<file path="src/rtl/reg_access_sequencer_pkg.sv">
// reg_seq_pkg: shared definitions for the register-access sequencer.
//   - opcode constants and instruction-word field positions
//   - instruction class enum and sequencer state enum
//   - opc_class(): maps an opcode to its class
package reg_seq_pkg;

  localparam int unsigned OPC_BITS = 5;
  localparam int unsigned REG_W    = 4;

  // Instruction-word field positions
  localparam int unsigned OPC_MSB = 31;
  localparam int unsigned RA_LSB  = 23;
  localparam int unsigned RB_LSB  = 19;
  localparam int unsigned RC_LSB  = 15;

  // Opcode constants
  localparam logic [OPC_BITS-1:0] OPC_I_A  = 5'b00000;
  localparam logic [OPC_BITS-1:0] OPC_I_B  = 5'b00001;
  localparam logic [OPC_BITS-1:0] OPC_ST   = 5'b00010;
  localparam logic [OPC_BITS-1:0] OPC_R_LO = 5'b00011;
  localparam logic [OPC_BITS-1:0] OPC_R_HI = 5'b01010;
  localparam logic [OPC_BITS-1:0] OPC_I_LO = 5'b01011;
  localparam logic [OPC_BITS-1:0] OPC_I_HI = 5'b01101;
  localparam logic [OPC_BITS-1:0] OPC_BR   = 5'b10010;

  typedef enum logic [2:0] {
    CLS_R,
    CLS_I,
    CLS_S,
    CLS_B,
    CLS_N
  } cls_t;

  typedef enum logic [2:0] {
    ST_IDLE,
    ST_RD_B,
    ST_RD_C,
    ST_RD_A,
    ST_WAIT_RES,
    ST_WR_A,
    ST_DONE
  } state_t;

  function automatic cls_t opc_class(input logic [OPC_BITS-1:0] opc);
    if (opc >= OPC_R_LO && opc <= OPC_R_HI)
      return CLS_R;
    if (opc == OPC_I_A || opc == OPC_I_B || (opc >= OPC_I_LO && opc <= OPC_I_HI))
      return CLS_I;
    if (opc == OPC_ST)
      return CLS_S;
    if (opc == OPC_BR)
      return CLS_B;
    return CLS_N;
  endfunction

endpackage

</file>
<file path="src/rtl/reg_access_sequencer_seq_next_state.sv">
// seq_next_state: combinational next-state and next-output decode for the
// register-access sequencer. Outputs are a pure function of the next state
// and the register fields, so the top only has to register them.
// Ports:
//   i_state      current state
//   i_cls        instruction class (of the incoming IR when idle, else latched)
//   i_hold       freeze request
//   i_flush      abort request (wins over hold and start)
//   i_start      start request, honoured only in IDLE
//   i_res_valid  ALU result ready, consumed only in WAIT_RES
//   i_ra/rb/rc   register fields for the output decode
//   o_state_nxt  next state
//   o_sel, o_sel_en, o_sel_wr, o_busy, o_done  next registered output values
module seq_next_state
  import reg_seq_pkg::*;
#(
  parameter bit R0_HARDWIRED = 1'b1
) (
  input  state_t           i_state,
  input  cls_t             i_cls,
  input  logic             i_hold,
  input  logic             i_flush,
  input  logic             i_start,
  input  logic             i_res_valid,
  input  logic [REG_W-1:0] i_ra,
  input  logic [REG_W-1:0] i_rb,
  input  logic [REG_W-1:0] i_rc,
  output state_t           o_state_nxt,
  output logic [REG_W-1:0] o_sel,
  output logic             o_sel_en,
  output logic             o_sel_wr,
  output logic             o_busy,
  output logic             o_done
);

  always_comb begin
    o_state_nxt = i_state;
    if (i_flush) begin
      o_state_nxt = ST_IDLE;
    end else if (!i_hold) begin
      unique case (i_state)
        ST_IDLE: begin
          if (i_start) begin
            unique case (i_cls)
              CLS_R, CLS_I, CLS_S: o_state_nxt = ST_RD_B;
              CLS_B:               o_state_nxt = ST_RD_A;
              default:             o_state_nxt = ST_DONE;
            endcase
          end
        end
        ST_RD_B: begin
          unique case (i_cls)
            CLS_R:   o_state_nxt = ST_RD_C;
            CLS_I:   o_state_nxt = ST_WAIT_RES;
            CLS_S:   o_state_nxt = ST_RD_A;
            default: o_state_nxt = ST_DONE;
          endcase
        end
        ST_RD_C:     o_state_nxt = ST_WAIT_RES;
        ST_RD_A:     o_state_nxt = ST_DONE;
        ST_WAIT_RES: if (i_res_valid) o_state_nxt = ST_WR_A;
        ST_WR_A:     o_state_nxt = ST_DONE;
        ST_DONE:     o_state_nxt = ST_IDLE;
        default:     o_state_nxt = ST_IDLE;
      endcase
    end
  end

  always_comb begin
    o_sel    = '0;
    o_sel_en = 1'b0;
    o_sel_wr = 1'b0;
    o_busy   = (o_state_nxt != ST_IDLE);
    o_done   = (o_state_nxt == ST_DONE);
    unique case (o_state_nxt)
      ST_RD_B: begin
        o_sel    = i_rb;
        o_sel_en = 1'b1;
      end
      ST_RD_C: begin
        o_sel    = i_rc;
        o_sel_en = 1'b1;
      end
      ST_RD_A: begin
        o_sel    = i_ra;
        o_sel_en = 1'b1;
      end
      ST_WR_A: begin
        // Write-back to a hardwired R0 keeps its phase cycle but never enables the decoder
        o_sel    = i_ra;
        o_sel_wr = 1'b1;
        o_sel_en = !(R0_HARDWIRED && (i_ra == '0));
      end
      default: ;
    endcase
  end

endmodule

</file>
<file path="src/rtl/reg_access_sequencer.sv">
// reg_access_sequencer: latches an instruction word and steps through its
// register operand accesses (Rb, Rc, Ra), one per cycle, driving the 4-to-16
// register-select decoder. Waits for the ALU result before the Ra write-back.
// Ports:
//   clk, rst_n  clock (rising edge), asynchronous active-low reset
//   start       begin a sequence (sampled in IDLE)
//   ir          instruction word, latched when start is accepted
//   hold        freeze FSM and outputs
//   flush       synchronous abort back to IDLE
//   res_valid   ALU result ready
//   sel         register index to decoder
//   sel_en      decoder enable
//   sel_wr      1 = write (Rin), 0 = read (Rout)
//   busy        sequence in progress
//   done        one-cycle end-of-sequence pulse
module reg_access_sequencer
  import reg_seq_pkg::*;
#(
  parameter int unsigned OPC_W        = 5,
  parameter bit          R0_HARDWIRED = 1'b1
) (
  input  logic        clk,
  input  logic        rst_n,
  input  logic        start,
  input  logic [31:0] ir,
  input  logic        hold,
  input  logic        flush,
  input  logic        res_valid,
  output logic [3:0]  sel,
  output logic        sel_en,
  output logic        sel_wr,
  output logic        busy,
  output logic        done
);

  state_t           r_state;
  logic [31:0]      r_ir;
  logic [REG_W-1:0] r_sel;
  logic             r_sel_en;
  logic             r_sel_wr;
  logic             r_busy;
  logic             r_done;

  logic [31:0]      w_ir_src;
  logic [OPC_W-1:0] w_opc;
  cls_t             w_cls;
  state_t           w_state_nxt;
  logic [REG_W-1:0] w_sel_nxt;
  logic             w_sel_en_nxt;
  logic             w_sel_wr_nxt;
  logic             w_busy_nxt;
  logic             w_done_nxt;
  logic             w_unused_ir;

  // In IDLE the first phase's outputs are registered on the same edge that
  // latches the IR, so the decode must look at the incoming word.
  assign w_ir_src    = (r_state == ST_IDLE) ? ir : r_ir;
  assign w_opc       = w_ir_src[OPC_MSB -: OPC_W];
  assign w_cls       = opc_class(w_opc);
  assign w_unused_ir = ^w_ir_src[RC_LSB-1:0];

  seq_next_state #(
    .R0_HARDWIRED (R0_HARDWIRED)
  ) u_next (
    .i_state     (r_state),
    .i_cls       (w_cls),
    .i_hold      (hold),
    .i_flush     (flush),
    .i_start     (start),
    .i_res_valid (res_valid),
    .i_ra        (w_ir_src[RA_LSB +: REG_W]),
    .i_rb        (w_ir_src[RB_LSB +: REG_W]),
    .i_rc        (w_ir_src[RC_LSB +: REG_W]),
    .o_state_nxt (w_state_nxt),
    .o_sel       (w_sel_nxt),
    .o_sel_en    (w_sel_en_nxt),
    .o_sel_wr    (w_sel_wr_nxt),
    .o_busy      (w_busy_nxt),
    .o_done      (w_done_nxt)
  );

  always_ff @(posedge clk or negedge rst_n) begin
    if (!rst_n) begin
      r_state  <= ST_IDLE;
      r_ir     <= '0;
      r_sel    <= '0;
      r_sel_en <= 1'b0;
      r_sel_wr <= 1'b0;
      r_busy   <= 1'b0;
      r_done   <= 1'b0;
    end else begin
      r_state  <= w_state_nxt;
      r_sel    <= w_sel_nxt;
      r_sel_en <= w_sel_en_nxt;
      r_sel_wr <= w_sel_wr_nxt;
      r_busy   <= w_busy_nxt;
      r_done   <= w_done_nxt;
      if (r_state == ST_IDLE && w_state_nxt != ST_IDLE)
        r_ir <= ir;
    end
  end

  assign sel    = r_sel;
  assign sel_en = r_sel_en;
  assign sel_wr = r_sel_wr;
  assign busy   = r_busy;
  assign done   = r_done;

endmodule

</file>
<file path="config.mk">
export PLATFORM = sky130hd
export DESIGN_NAME = reg_access_sequencer
export DESIGN_NICKNAME = d
export VERILOG_FILES = /design/src/rtl/reg_access_sequencer_pkg.sv /design/src/rtl/reg_access_sequencer_seq_next_state.sv /design/src/rtl/reg_access_sequencer.sv
export SDC_FILE = /design/constraint.sdc
export NUM_CORES = 1
export LEC_CHECK = 0
export CORE_ASPECT_RATIO = 1.25
export CORE_MARGIN = 1
export CORE_UTILIZATION = 47
export DETAILED_ROUTE_END_ITERATION = 8
export PLACE_DENSITY = 0.78
export SLEW_MARGIN = 20
export SYNTH_ARGS = -nofsm -noshare
export SYNTH_HDL_FRONTEND = slang
export SYNTH_HIERARCHICAL = 1
export SYNTH_SLANG_ARGS = --single-unit
</file>
<file path="constraint.sdc">
create_clock -name clk -period 3.9 [get_ports clk]
set_clock_uncertainty 0.1 [all_clocks]
set_input_delay 0.78 -clock clk [delete_from_list [all_inputs] [get_ports clk]]
set_output_delay 0.78 -clock clk [all_outputs]
set_load 0.02 [all_outputs]
</file>
==> impl_metrics.yaml <==
yosys:
  synth_compound_area_frac: 0.125
  synth_xor_area_frac: 0.00547
  synthTopCellsByCount: "nand2_1, dfrtp_1, mux2_4, inv_1, mux2_2"
  async_reset_ff_frac: 1.00
  yosysWarnings: 6
  synthAdderAreaFrac: 0
  synthTopCellsByArea: "dfrtp_1, nand2_1, mux2_4"
  ys_seq_area_frac: 0.438
  ys_ff_latch: 28
  synthMuxAreaShare: 0.143
  syn-num-nets: 196
  synth_top_cell_area_share: 0.438
  syn_area_per_cell_sq_um: 10.1
  synth_top_cell_by_area: "dfrtp_1"
  synth_top_family_by_area: "simple AND/OR/NAND/NOR gates"
  synth_area_sq_mm: 0.00160
  synth_cells: 158
  synth_edf_count: 0
  synth-simple-area-share: 0.238
  synth.distinct_cells: 39
  ys.flop_type: "dfrtp_1"
  yosysMostFrequentCell: "nand2_1"
layout:
  final_util: 0.675
  finalNonFillerCells: 244
  multi_input_comb_area_sq_um: 841
  fin_nets: 246
  area_delta_synth_final_pct: 36.0
  seq_area_sq_um: 701
  nFillCells: 253
  design_area_sq_mm: 0.00218
  antennaDiodeCount: 0
  final_layout_size_suffix_gt1_frac: 0.266
power_and_ir_drop:
  p_leak_nw: 0.973
  ir_worst_vdd_mv: 0.431
  netSwitchingPower_uw: 484
  clockPowerShare: 0.124
  sw_frac_of_total: 0.348
  p_total_mw: 1.39
  p_int_uw: 907
  p_seq_frac: 0.352
  pwr-share-comb: 0.524
  powerDensity_mw_per_mm2: 639
clock_tree:
  cts_tree: "yes"
  hold_buffers: 0
  clkTransAtPathRegs_ps: 90
  clock_sinks: 28
  cts_root_buffer: "clkbuf_8"
  cts_buffer_depth: 2
  clk_latency_ps: 270
  htreeDepth: 1
  numCtsBuffers: 3
floorplan:
  core_sq_mm: 0.00322
  die_h_um: 67.2
  num_rows: 23
  pin_count: 46
  dieArea_sq_mm: 0.00364
  start_util: 0.497
  die_x_um: 54.2
critical_path:
  critPathCaptureType: "flop"
  path_max_fanout: 5
  critical-path-max-stage-delay_ps: 550
  worstPathRequired_ps: 3960
  timing.rr.start: "r_state[1]$_DFF_PN0_"
  crit_chain: "clkdlybuf4s50_1 > or4b_4 > o21ai_2 > a221oi_2 > or3_4 > or3b_4 > a221oi_4 > nor3_2 > nor2_4 > bufbuf_16 > mux2_2"
  crit_start: "ir[29]"
  crit_path_start_kind: "input pin"
  path_class: "in2reg"
  slowest_stage: "or4b_4"
  crit_arrival_ps: 3850
place:
  pre_cts_ws_ps: -314
  portBuffers: 30
  dp.cells: 235
  dpl_cell_area_sq_mm: 0.00204
  place.gp.congestion: 0.836
  dp_hpwl_mm: 2.63
grt:
  grt_max_degree: 29
  grt_pass1_wl_mm: 5.73
  overflow: 0
  grt_pass1_vias: 1352
  antenna_found_initial: 0
  grtUsageTotal: 0.218
timing:
  drv_slew: 0
  holdWs_ps: 417
  setup_ws_ps: 111
  period_needed_ps: 3790
  worst_pin_slew_ps: 395
  max_freq_mhz: 264
  setup_viol: 0
  tns_ps: 0
  final_hold_viol_count: 0
  relSlewSlack: 0.736
  fin_crit_sh: 0.971
run:
  maxCapViolCount: 0
min_path:
  hold_start: "r_ir[16]$_DFFE_PN0P_"
  hold_class: "reg2reg"
drt:
  drtIter0Drc: 22
  routed_via_density: 5.59
  ant_nets: 0
  drc: 0
  wl_mm: 3.55
  wire_per_inst_um: 14.6
  drt_first_pass_iters: 4
  vias: 1364
run_status:
  status: "completed"
[kinds of logic (layout without fill, tap and decap cells)]
| group | count (synthesis) | after routing |
|---|---|---|
| AND/OR/NAND/NOR | 76 | 76 |
| flip-flops | 28 | 28 |
| AO/OA/AOI/OAI | 23 | 23 |
| multiplexers | 17 | 17 |
| buffers and inverters | 13 | 62 |
| XOR/XNOR | 1 | 1 |
[critical path, delay by kind of cell]
family | cells | cell delay [ps]
AOI/OAI and AO/OA | 3 | 520
buffers and inverters | 2 | 690
and+or+nand+nor | 5 | 1530
muxes | 1 | 320
[registers in the layout, indices dropped and copies added (netlist names)]
register,count
busy,1
done,1
r_ir,17
r_state,3
sel,4
sel_en,1
sel_wr,1
[power groups by stage]
stage	Clock (mW)	Combinational, mW	Sequential, mW
floorplan	0	0.445	0.497
global route	0.189	0.787	0.503
detailed placement	0	0.670	0.494
CTS	0.180	0.721	0.488
finish	0.172	0.729	0.490
global placement	0	0.651	0.484
[layout by cell type (no fill, tap or decap), drive strengths merged]
cell type / instances
a2111oi: 1
a211o: 1
a21oi: 2
a221oi: 3
a31oi: 3
buf: 20
bufbuf: 1
clkbuf: 4
clkdlybuf4s50: 30
dfrtp: 28
inv: 7
mux2: 17
nand2: 47
nand3: 2
nand3b: 2
nand4b: 4
nor2: 7
nor3: 3
nor3b: 3
nor4: 1
nor4b: 1
o2111ai: 1
o21a: 3
o21ai: 2
o221ai: 4
o22ai: 1
o2bb2ai: 1
o31ai: 1
or2: 1
or3: 2
or3b: 2
or4b: 1
xor2: 1
[area by class of cell]
class                           count  area share
Clock buffer                        4      0.0253
Inverter                            7      0.0121
Multi-Input combinational cell    117       0.386
Sequential cell                    28       0.322
Tap cell                           37      0.0213
Timing Repair Buffer               51       0.233
[routing by layer]
layer,global-route usage,vias to the layer above,share of wire
met3,0.0248,8,0.034
li1,-,657,-
met1,0.251,666,0.40
met5,0,-,0
met2,0.392,33,0.55
met4,0.0929,0,0.018
[final timing paths]
| kind | depth (start not counted) | end | slack (ps) |
|---|---|---|---|
| max | 11 | r_ir[16]$_DFFE_PN0P_ | 110 |
| min | 1 | r_ir[16]$_DFFE_PN0P_ | 420 |
| max reg2reg | 14 | r_ir[16]$_DFFE_PN0P_ | 510 |
| min reg2reg | 1 | r_ir[16]$_DFFE_PN0P_ | 420 |
| max in group asynchronous | 2 | r_state[0]$_DFF_PN0_ | 2670 |
| min in group asynchronous | 2 | r_ir[26]$_DFFE_PN0P_ | 770 |
[timing repair]
item,4_1_cts,5_1_grt
gates resized for setup,2,1
buffers inserted,3,1
cloned,1,0
endpoints found under the setup margin,6,17
pin swaps,3,6
Note: power is estimated with default switching activity, not from simulation.
